--- src/rtl/fifo_pkg.sv ---
// Shared defaults and sizing helpers for the parameterised synchronous FIFO.
// Holds the count-width function and the threshold defaults used by the top level.
package fifo_pkg;

   localparam int DEF_WIDTH    = 8;
   localparam int DEF_DEPTH    = 8;
   localparam int DEF_AE_LEVEL = 2;
   localparam int AF_MARGIN    = 2;
   localparam int MAX_DEPTH    = 1024;
   localparam int MAX_WIDTH    = 64;

   // Occupancy needs one bit more than the pointer so that DEPTH itself is representable.
   function automatic int count_width(input int depth);
      return $clog2(depth) + 1;
   endfunction

   function automatic int def_af_level(input int depth);
      return depth - AF_MARGIN;
   endfunction

   function automatic bit is_pow2(input int value);
      return (value > 0) && ((value & (value - 1)) == 0);
   endfunction

endpackage

--- src/rtl/fifo_mem_dp.sv ---
// Simple dual-port storage: one write port, one registered read port.
// Only the read data register is reset; the array itself is never cleared.
module fifo_mem_dp
   import fifo_pkg::*;
#(
   parameter int WIDTH = DEF_WIDTH,
   parameter int DEPTH = DEF_DEPTH,
   parameter int AW    = $clog2(DEPTH)
) (
   input  logic             clk,
   input  logic             reset,
   input  logic             wr_en,
   input  logic [AW-1:0]    wr_addr,
   input  logic [WIDTH-1:0] wr_data,
   input  logic             rd_en,
   input  logic [AW-1:0]    rd_addr,
   output logic [WIDTH-1:0] rd_data
);

   logic [WIDTH-1:0] mem [DEPTH];

   always_ff @(posedge clk) begin
      if (wr_en) begin
         mem[wr_addr] <= wr_data;
      end
   end

   // Same-address read and write on one edge returns the old word (full FIFO, read+write).
   always_ff @(posedge clk) begin
      if (reset) begin
         rd_data <= '0;
      end else if (rd_en) begin
         rd_data <= mem[rd_addr];
      end
   end

endmodule

--- src/rtl/param_sync_fifo.sv ---
// Parameterised single-clock FIFO: pointer, occupancy and flag control around fifo_mem_dp.
// All flags are registered from the next-state count, so no input reaches an output combinationally.
module param_sync_fifo
   import fifo_pkg::*;
#(
   parameter int WIDTH    = DEF_WIDTH,
   parameter int DEPTH    = DEF_DEPTH,
   parameter int AF_LEVEL = def_af_level(DEPTH),
   parameter int AE_LEVEL = DEF_AE_LEVEL
) (
   input  logic                          clk,
   input  logic                          reset,
   input  logic                          write_e,
   input  logic                          read_e,
   input  logic [WIDTH-1:0]              data_in,
   output logic [WIDTH-1:0]              data_out,
   output logic                          rd_valid,
   output logic                          full,
   output logic                          empty,
   output logic                          almost_full,
   output logic                          almost_empty,
   output logic [count_width(DEPTH)-1:0] count,
   output logic                          overflow,
   output logic                          underflow
);

   localparam int PW = $clog2(DEPTH);
   localparam int CW = count_width(DEPTH);

   localparam logic [CW-1:0] FULL_CNT = CW'(DEPTH);
   localparam logic [CW-1:0] AF_CNT   = CW'(AF_LEVEL);
   localparam logic [CW-1:0] AE_CNT   = CW'(AE_LEVEL);

   generate
      if (!is_pow2(DEPTH) || (DEPTH < 2) || (DEPTH > MAX_DEPTH)) begin : g_bad_depth
         $error("param_sync_fifo: DEPTH must be a power of two in 2..1024");
      end
      if ((WIDTH < 1) || (WIDTH > MAX_WIDTH)) begin : g_bad_width
         $error("param_sync_fifo: WIDTH must be in 1..64");
      end
      if (AE_LEVEL >= AF_LEVEL) begin : g_bad_levels
         $error("param_sync_fifo: AE_LEVEL must be below AF_LEVEL");
      end
      if ((AE_LEVEL < 0) || (AF_LEVEL > DEPTH)) begin : g_bad_range
         $error("param_sync_fifo: thresholds must lie within 0..DEPTH");
      end
   endgenerate

   logic [PW-1:0] wr_ptr;
   logic [PW-1:0] rd_ptr;
   logic          wr_acc;
   logic          rd_acc;
   logic [CW-1:0] count_nxt;

   // A full FIFO still takes a write when a read frees the slot on the same edge.
   always_comb begin
      wr_acc    = write_e & (~full | read_e);
      rd_acc    = read_e & ~empty;
      count_nxt = count;
      if (wr_acc && !rd_acc) begin
         count_nxt = count + CW'(1);
      end else if (rd_acc && !wr_acc) begin
         count_nxt = count - CW'(1);
      end
   end

   always_ff @(posedge clk) begin
      if (reset) begin
         wr_ptr       <= '0;
         rd_ptr       <= '0;
         count        <= '0;
         full         <= 1'b0;
         empty        <= 1'b1;
         almost_full  <= 1'b0;
         almost_empty <= 1'b1;
         rd_valid     <= 1'b0;
         overflow     <= 1'b0;
         underflow    <= 1'b0;
      end else begin
         if (wr_acc) begin
            wr_ptr <= wr_ptr + PW'(1);
         end
         if (rd_acc) begin
            rd_ptr <= rd_ptr + PW'(1);
         end
         count        <= count_nxt;
         full         <= (count_nxt == FULL_CNT);
         empty        <= (count_nxt == '0);
         almost_full  <= (count_nxt >= AF_CNT);
         almost_empty <= (count_nxt <= AE_CNT);
         rd_valid     <= rd_acc;
         overflow     <= write_e & ~wr_acc;
         underflow    <= read_e & empty;
      end
   end

   // Reset blocks the array write so that stored contents survive but are never disturbed by it.
   fifo_mem_dp #(
      .WIDTH (WIDTH),
      .DEPTH (DEPTH),
      .AW    (PW)
   ) u_mem (
      .clk     (clk),
      .reset   (reset),
      .wr_en   (wr_acc & ~reset),
      .wr_addr (wr_ptr),
      .wr_data (data_in),
      .rd_en   (rd_acc & ~reset),
      .rd_addr (rd_ptr),
      .rd_data (data_out)
   );

endmodule

--- config.mk ---
export PLATFORM = sky130hd
export DESIGN_NAME = param_sync_fifo
export DESIGN_NICKNAME = d
export VERILOG_FILES = /design/src/rtl/fifo_pkg.sv /design/src/rtl/fifo_mem_dp.sv /design/src/rtl/param_sync_fifo.sv
export SDC_FILE = /design/constraint.sdc
export NUM_CORES = 1
export LEC_CHECK = 0
export CORE_MARGIN = 4
export CORE_UTILIZATION = 30
export DETAILED_ROUTE_END_ITERATION = 10
export PLACE_DENSITY = 0.45
export SETUP_SLACK_MARGIN = 0.05
export SYNTH_ARGS = -nofsm -noshare
export SYNTH_HDL_FRONTEND = slang
export SYNTH_SLANG_ARGS = --single-unit
--- constraint.sdc ---
create_clock -name clk -period 2.7 [get_ports clk]
set_input_delay 0.27 -clock clk [delete_from_list [all_inputs] [get_ports clk]]
set_output_delay 0.27 -clock clk [all_outputs]
set_load 0.02 [all_outputs]
==> results.yml <==
sta:
  final.min_clock_period_ps: 1780
  final_max_slew_viol_count: 0
  finalHoldViolCount: 0
  final.setup.tns_ps: 0
  worst_pin_slew_ps: 736
  fmax_mhz: 563
  setup_viol: 0
  fin_worst_skew_ps: 7.67
  slew_headroom_pct: 50.8
  rsz0062_at_grt: "no"
  fin_crit_sh_pct: 65.8
power:
  p_per_area_mw_per_mm2: 837
  ir_worst_vdd_mv: 0.434
  p_total_mw: 3.65
  p_leak_nw: 1.44
clock_tree:
  cts_buffers: 9
  cts.path.max_buffers: 2
  clkSinkCount: 89
  cts_tree: "yes"
  post-cts-setup-buffer-count: 0
  holdBufCountCts: 0
  htree_num_levels: 3
  clock-root-buffer: "clkbuf_16"
  clkLatencyLatePin_ps: 340
  cts.clk_slew.worst_paths_ps: 60
  cts_resized: 0
placement:
  post-place-cells: 395
  hpwl_um: 4600
  postPlaceCellArea_mm2: 0.00406
  port-buffer-count: 30
  routabilityCongestion: 0.690
setup_path:
  max_stage_delay_ps: 480
  cp_max_fo: 8
  crit_chain: "inv_1, ha_1, mux2_2, o221ai_2, nand2_1, nor3_1"
  worstSetupStartpointType: "register"
  slowest_stage: "dfxtp_1"
  crit_arrival_ps: 2040
  cp.required_ps: 2960
  cp_num_buf_inv: 1
  crit_type: "reg2reg"
  cp-end-kind: "register"
  cpLargestDelayFamily: "flip-flops"
logic_synthesis:
  netlist_area_mm2: 0.00354
  syn_nets: 235
  syn_inst: 219
  syn_avg_cell_area_um2: 16.2
  ys_seq_area_share_pct: 68.4
  yosysWarnings: 0
  ys_ff_latch: 89
  synth.distinct_cells: 39
final_layout:
  area_growth_pct: 23.0
  num_antenna_cells: 0
  instances_no_fill: 411
  design_area_mm2: 0.00436
  final_common_cell: "edfxtp_1"
  drive_gt1_share_pct: 21.3
  layout_common_cells: "edfxtp_1, clkdlybuf4s50_1, nor2_1, dfxtp_1, mux4_2"
  fin_nets: 279
drt:
  wirelength_um: 6930
  avgViaCountPerCell: 4.65
  postRouteAntennaNets: 0
  drcViolationCount: 0
  wl_per_cell_um: 16.9
  drt-initial-drc-count: 58
  vias: 1912
  drt_pass1_iterations: 4
min_path:
  hold_path.class: "reg2reg"
floorplanning:
  die_area_mm2: 0.0136
  coreArea_mm2: 0.0115
  fp-row-count: 39
  initial_core_util_pct: 30.9
  die_h_um: 117
  pin_count: 31
  die_x_um: 117
global_routing:
  gr-total-overflow: 0
  grt_pass1_vias: 1929
  antenna_found_initial: 0
  grt_pass1_wl_um: 11000
  grt_max_degree: 23
  grt_usage_pct: 11.3
outcome:
  outcome: "finished clean"
job:
  drv_cap: 0
[where the power goes]
group	switching, mW	internal (mW)	leakage [nW]
Combinational	0.387	0.373	0.507
Clock	0.520	0.724	0.148
Sequential	0.0873	1.56	0.783
Total	0.993	2.65	1.44
[registers in the layout (all words and copies together), names as in the netlist, 3 cells and up]
name / cells
rd_ptr: 3
wr_ptr: 3
u_mem.rd_data: 8
count: 4
u_mem.mem: 64
[path summary, 6_finish.rpt]
| check | from | end | slack (ps) | cells after the start |
|---|---|---|---|---|
| max | count[1]$_SDFF_PP0_ | full$_SDFF_PP0_ | 920 | 6 |
| min | u_mem.rd_data[7]$_SDFFE_PP0P_ | u_mem.rd_data[7]$_SDFFE_PP0P_ | 500 | 2 |
| max reg2reg | count[1]$_SDFF_PP0_ | full$_SDFF_PP0_ | 920 | 6 |
| min reg2reg | u_mem.rd_data[7]$_SDFFE_PP0P_ | u_mem.rd_data[7]$_SDFFE_PP0P_ | 500 | 2 |
[synthesized netlist by cell type (all sizes together)]
master   number  area share (%)
and3b         1            0.25
nor3b         1            0.21
nor2b         2            0.35
nor2         25             2.6
o211ai        1            0.21
o221ai        1            0.42
a211oi        8             1.7
nor4          1            0.35
nand4bb       1            0.32
inv           3            0.32
mux2          1            0.32
xor2          5             1.2
mux4         16              10
nand2        10             1.1
xnor2         2            0.49
a2bb2oi       1            0.42
dfxtp        25              14
buf           8             1.6
nand4         2            0.35
mux2i        10             3.2
edfxtp       64              54
a21oi         3            0.42
clkinv        1            0.11
nor3          6             1.1
ha            4             1.4
nand3         2            0.28
nand2b        7             1.5
o21ai         3            0.42
clkbuf        4            0.42
or3           1            0.18
[cells by family after synthesis]
family / after synthesis / synth area share, %
DFF: 89 / 68.4
and+or+nand+nor: 59 / 8.72
muxes: 27 / 13.7
AOI/OAI and AO/OA: 17 / 3.60
buffers and inverters: 16 / 2.47
xor gates and xnor gates: 7 / 1.73
adders and majority gates: 4 / 1.41
[per-stage QoR]
stage | hold WS, ps | worst slack, ps | util [%]
after floorplan | 369 | 711 | -
after global placement | 493 | 643 | 35.4
after detailed placement | 494 | 619 | 35.4
after CTS | 504 | 875 | 38.0
after global routing | 526 | 804 | 38.0
final | 500 | 923 | 38.0
[routing by layer]
metal  vias to the layer above  GRT usage, %  share of wire, %
met3                        12          2.49               3.6
met1                       946          16.6                51
met2                        32          15.4                43
met4                         0          6.42               2.7
li1                        922             -                 -
met5                         -             0                 0
[worst register-to-register path: cells and delay by family (launching register included)]
kind | cells | cell delay [ps]
fa+ha+maj | 1 | 310
compound gates | 1 | 300
flops | 1 | 480
buf+inv | 1 | 80
simple gates | 2 | 250
mux | 1 | 280
[final cells by class]
| cell class | instances | area (um2) |
|---|---|---|
| multi-input cells | 114 | 1030 |
| flip-flops and latches | 89 | 2420 |
| fillers | 1093 | 7110 |
| repair buffers | 45 | 413 |
| clock buffers | 10 | 229 |
| well taps | 143 | 179 |
| clock inverters | 6 | 66.3 |
| inverters | 4 | 15.0 |
No activity file was read; power rests on OpenSTA's default activity.
==> variant (same flow settings) <==
`DEF_WIDTH`: 8 -> 9.
--- a/src/rtl/fifo_pkg.sv
+++ b/src/rtl/fifo_pkg.sv
@@ -4,3 +4,3 @@
 
-   localparam int DEF_WIDTH    = 8;
+   localparam int DEF_WIDTH    = 9;
    localparam int DEF_DEPTH    = 8;
Interface: changed (resized data_in and data_out); port bits go from 31 to 33. The function was not compared with the original's and may differ.
==> variant against the unedited design <==
Cell area is 7.8% higher. Sequential cell count grew 9. Sequential power is 8% higher. Power rose by 4.8%. Non-clock buffer count is 2 higher. Wire length rose by 11%. Synthesized area grew 8.4%. Setup slack got worse by 0.024 ns. First-iteration DRC count is 91% higher. Via count grew 7.7%. Critical path depth is 1 lower. Critical endpoint is now u_mem.mem[4][6].
==> variant: results (changes against the unedited design) <==
Yosys
  • Seq/Total Area, Yosys: 69.84% (was 68.39%)
  • Post-synthesis net count: 251 (was 235)
  • Unique masters post-synth: 36 (was 39)
  • Most frequent cells after synthesis: edfxtp_1, nor2_1, dfxtp_1 (was edfxtp_1, dfxtp_1, nor2_1)
  • Cells after synthesis: 234 (was 219)
  • Ranking of synthesized cells by area: edfxtp_1, dfxtp_1, mux4_2 (unchanged)

Place
  • Pre-CTS setup slack: 0.5592 ns (was 0.6186 ns)
  • Final HPWL DP: 5059 um (was 4600 um)
  • Routability cong.: 0.7117 (was 0.6904)
  • Cells after DPL: 441 (was 395)
  • Placed inst area: 4419 um2 (was 4061 um2)
  • PortBufs: 32 (was 30)

Detailed routing
  • Iter 0 DRT Violations: 111 (was 58)
  • Via density per instance: 4.508 (was 4.652)
  • Wire per inst: 16.84 um (was 16.87 um)
  • Post-Route WL: 7698 um (was 6932 um)

Power and ir drop
  • Worst vdd ir: 286.7 uV (was 434.1 uV)
  • Switching Fraction: 26.16% (was 27.23%)
  • Sequential group power: 1.79 mW (was 1.65 mW)
  • Comb pwr share: 21.1% (was 20.8%)
  • Leakage: 1.535 nW (was 1.438 nW)

GRT
  • Vias in the first global route: 2133 (was 1929)
  • GRT Total Usage: 11.43% (was 11.34%)
  • Largest net degree at the start of global routing: 26 (was 23)
  • GR Layer Usage met1: 15.03% (was 16.63%)
  • Met2 GRT Util: 17.54% (was 15.37%)
  • Met3 Use GR: 2.564% (was 2.487%)

Critical path
  • CP top delay family: simple AND/OR/NAND/NOR gates (was flip-flops)
  • Max stage delay cell, worst path: or3_1 (was dfxtp_1)
  • Crit-path max FO: 7 (was 8)
  • CP peak stage delay: 0.39 ns (was 0.48 ns)
  • Worst Path Arrival: 1.85 ns (was 2.04 ns)

Final layout
  • Largest regs: u_mem.mem x72, u_mem.rd_data x9, count x4 (was u_mem.mem x64, u_mem.rd_data x8, count x4)
  • Diode count: 0 (unchanged)
  • Layout filler cell count: 1189 (was 1093)
  • Area growth syn-to-layout: 22.31% (was 23.00%)
  • Final #Nets: 297 (was 279)
  • Layout cells sized above 1: 18.25% (was 21.27%)

Timing
  • Worst-Margin Slew: 0.6777 ns (was 0.7363 ns)
  • Worst Skew: 0.004991 ns (was 0.007670 ns)

Die
  • Die Wd: 121.2 um (was 116.7 um)

CTS
  • # H-tree levels: 3 (unchanged)

Run status
  • Status: finished, final reports clean (unchanged)
[variant: cell type report]
cell class / count / area [um2] / share of cell area (%)
clock buffer: 12 / 236.5 / 5.033
clock inverter: 4 / 42.54 / 0.9055
inverter: 4 / 15.01 / 0.3196
multi-input combinational: 120 / 1074 / 22.85
sequential: 98 / 2683 / 57.10
tap: 172 / 215.2 / 4.581
timing repair buffer: 47 / 432.9 / 9.214
[variant: worst min-delay path, delay by kind of cell (launching register included)]
family / cells / cell delay, ns
DFF: 1 / 0.31
and+or+nand+nor: 1 / 0.09
AOI/OAI and AO/OA: 1 / 0.05
[variant: per-layer routing]
metal / wire (um) / vias up / part of all wire [%]
met2: 3624 / 34 / 47
met4: 169 / 0 / 2.2
met3: 259 / 11 / 3.4
met5: 0 / - / 0
li1: - / 982 / -
met1: 3646 / 1033 / 47
[variant: cells by family after synthesis]
kind of cell    synth area share [%]
fa+ha+maj                      1.303
compound gates                 3.322
flops                          69.84
simple gates                   7.916
mux                            13.81
buf+inv                        2.215
xor+xnor                       1.596
[variant: final timing paths]
path,startpoint,end,slack [ns],cells past startpoint
setup / recovery,full,u_mem.mem[4][6],0.90,5
hold reg to reg,u_mem.rd_data[2],u_mem.rd_data[2],0.50,2
hold / removal,u_mem.rd_data[2],u_mem.rd_data[2],0.50,2
setup reg to reg,full,u_mem.mem[4][6],0.90,5
[variant: metrics by stage]
| stage | hold slack [ns] | total power [mW] |
|---|---|---|
| after CTS | 0.5029 | 3.893 |
| after global placement | 0.4902 | 2.642 |
| after floorplan | 0.3689 | 2.358 |
| final | 0.4976 | 3.821 |
| after detailed placement | 0.4939 | 2.649 |
| after global routing | 0.5162 | 4.029 |
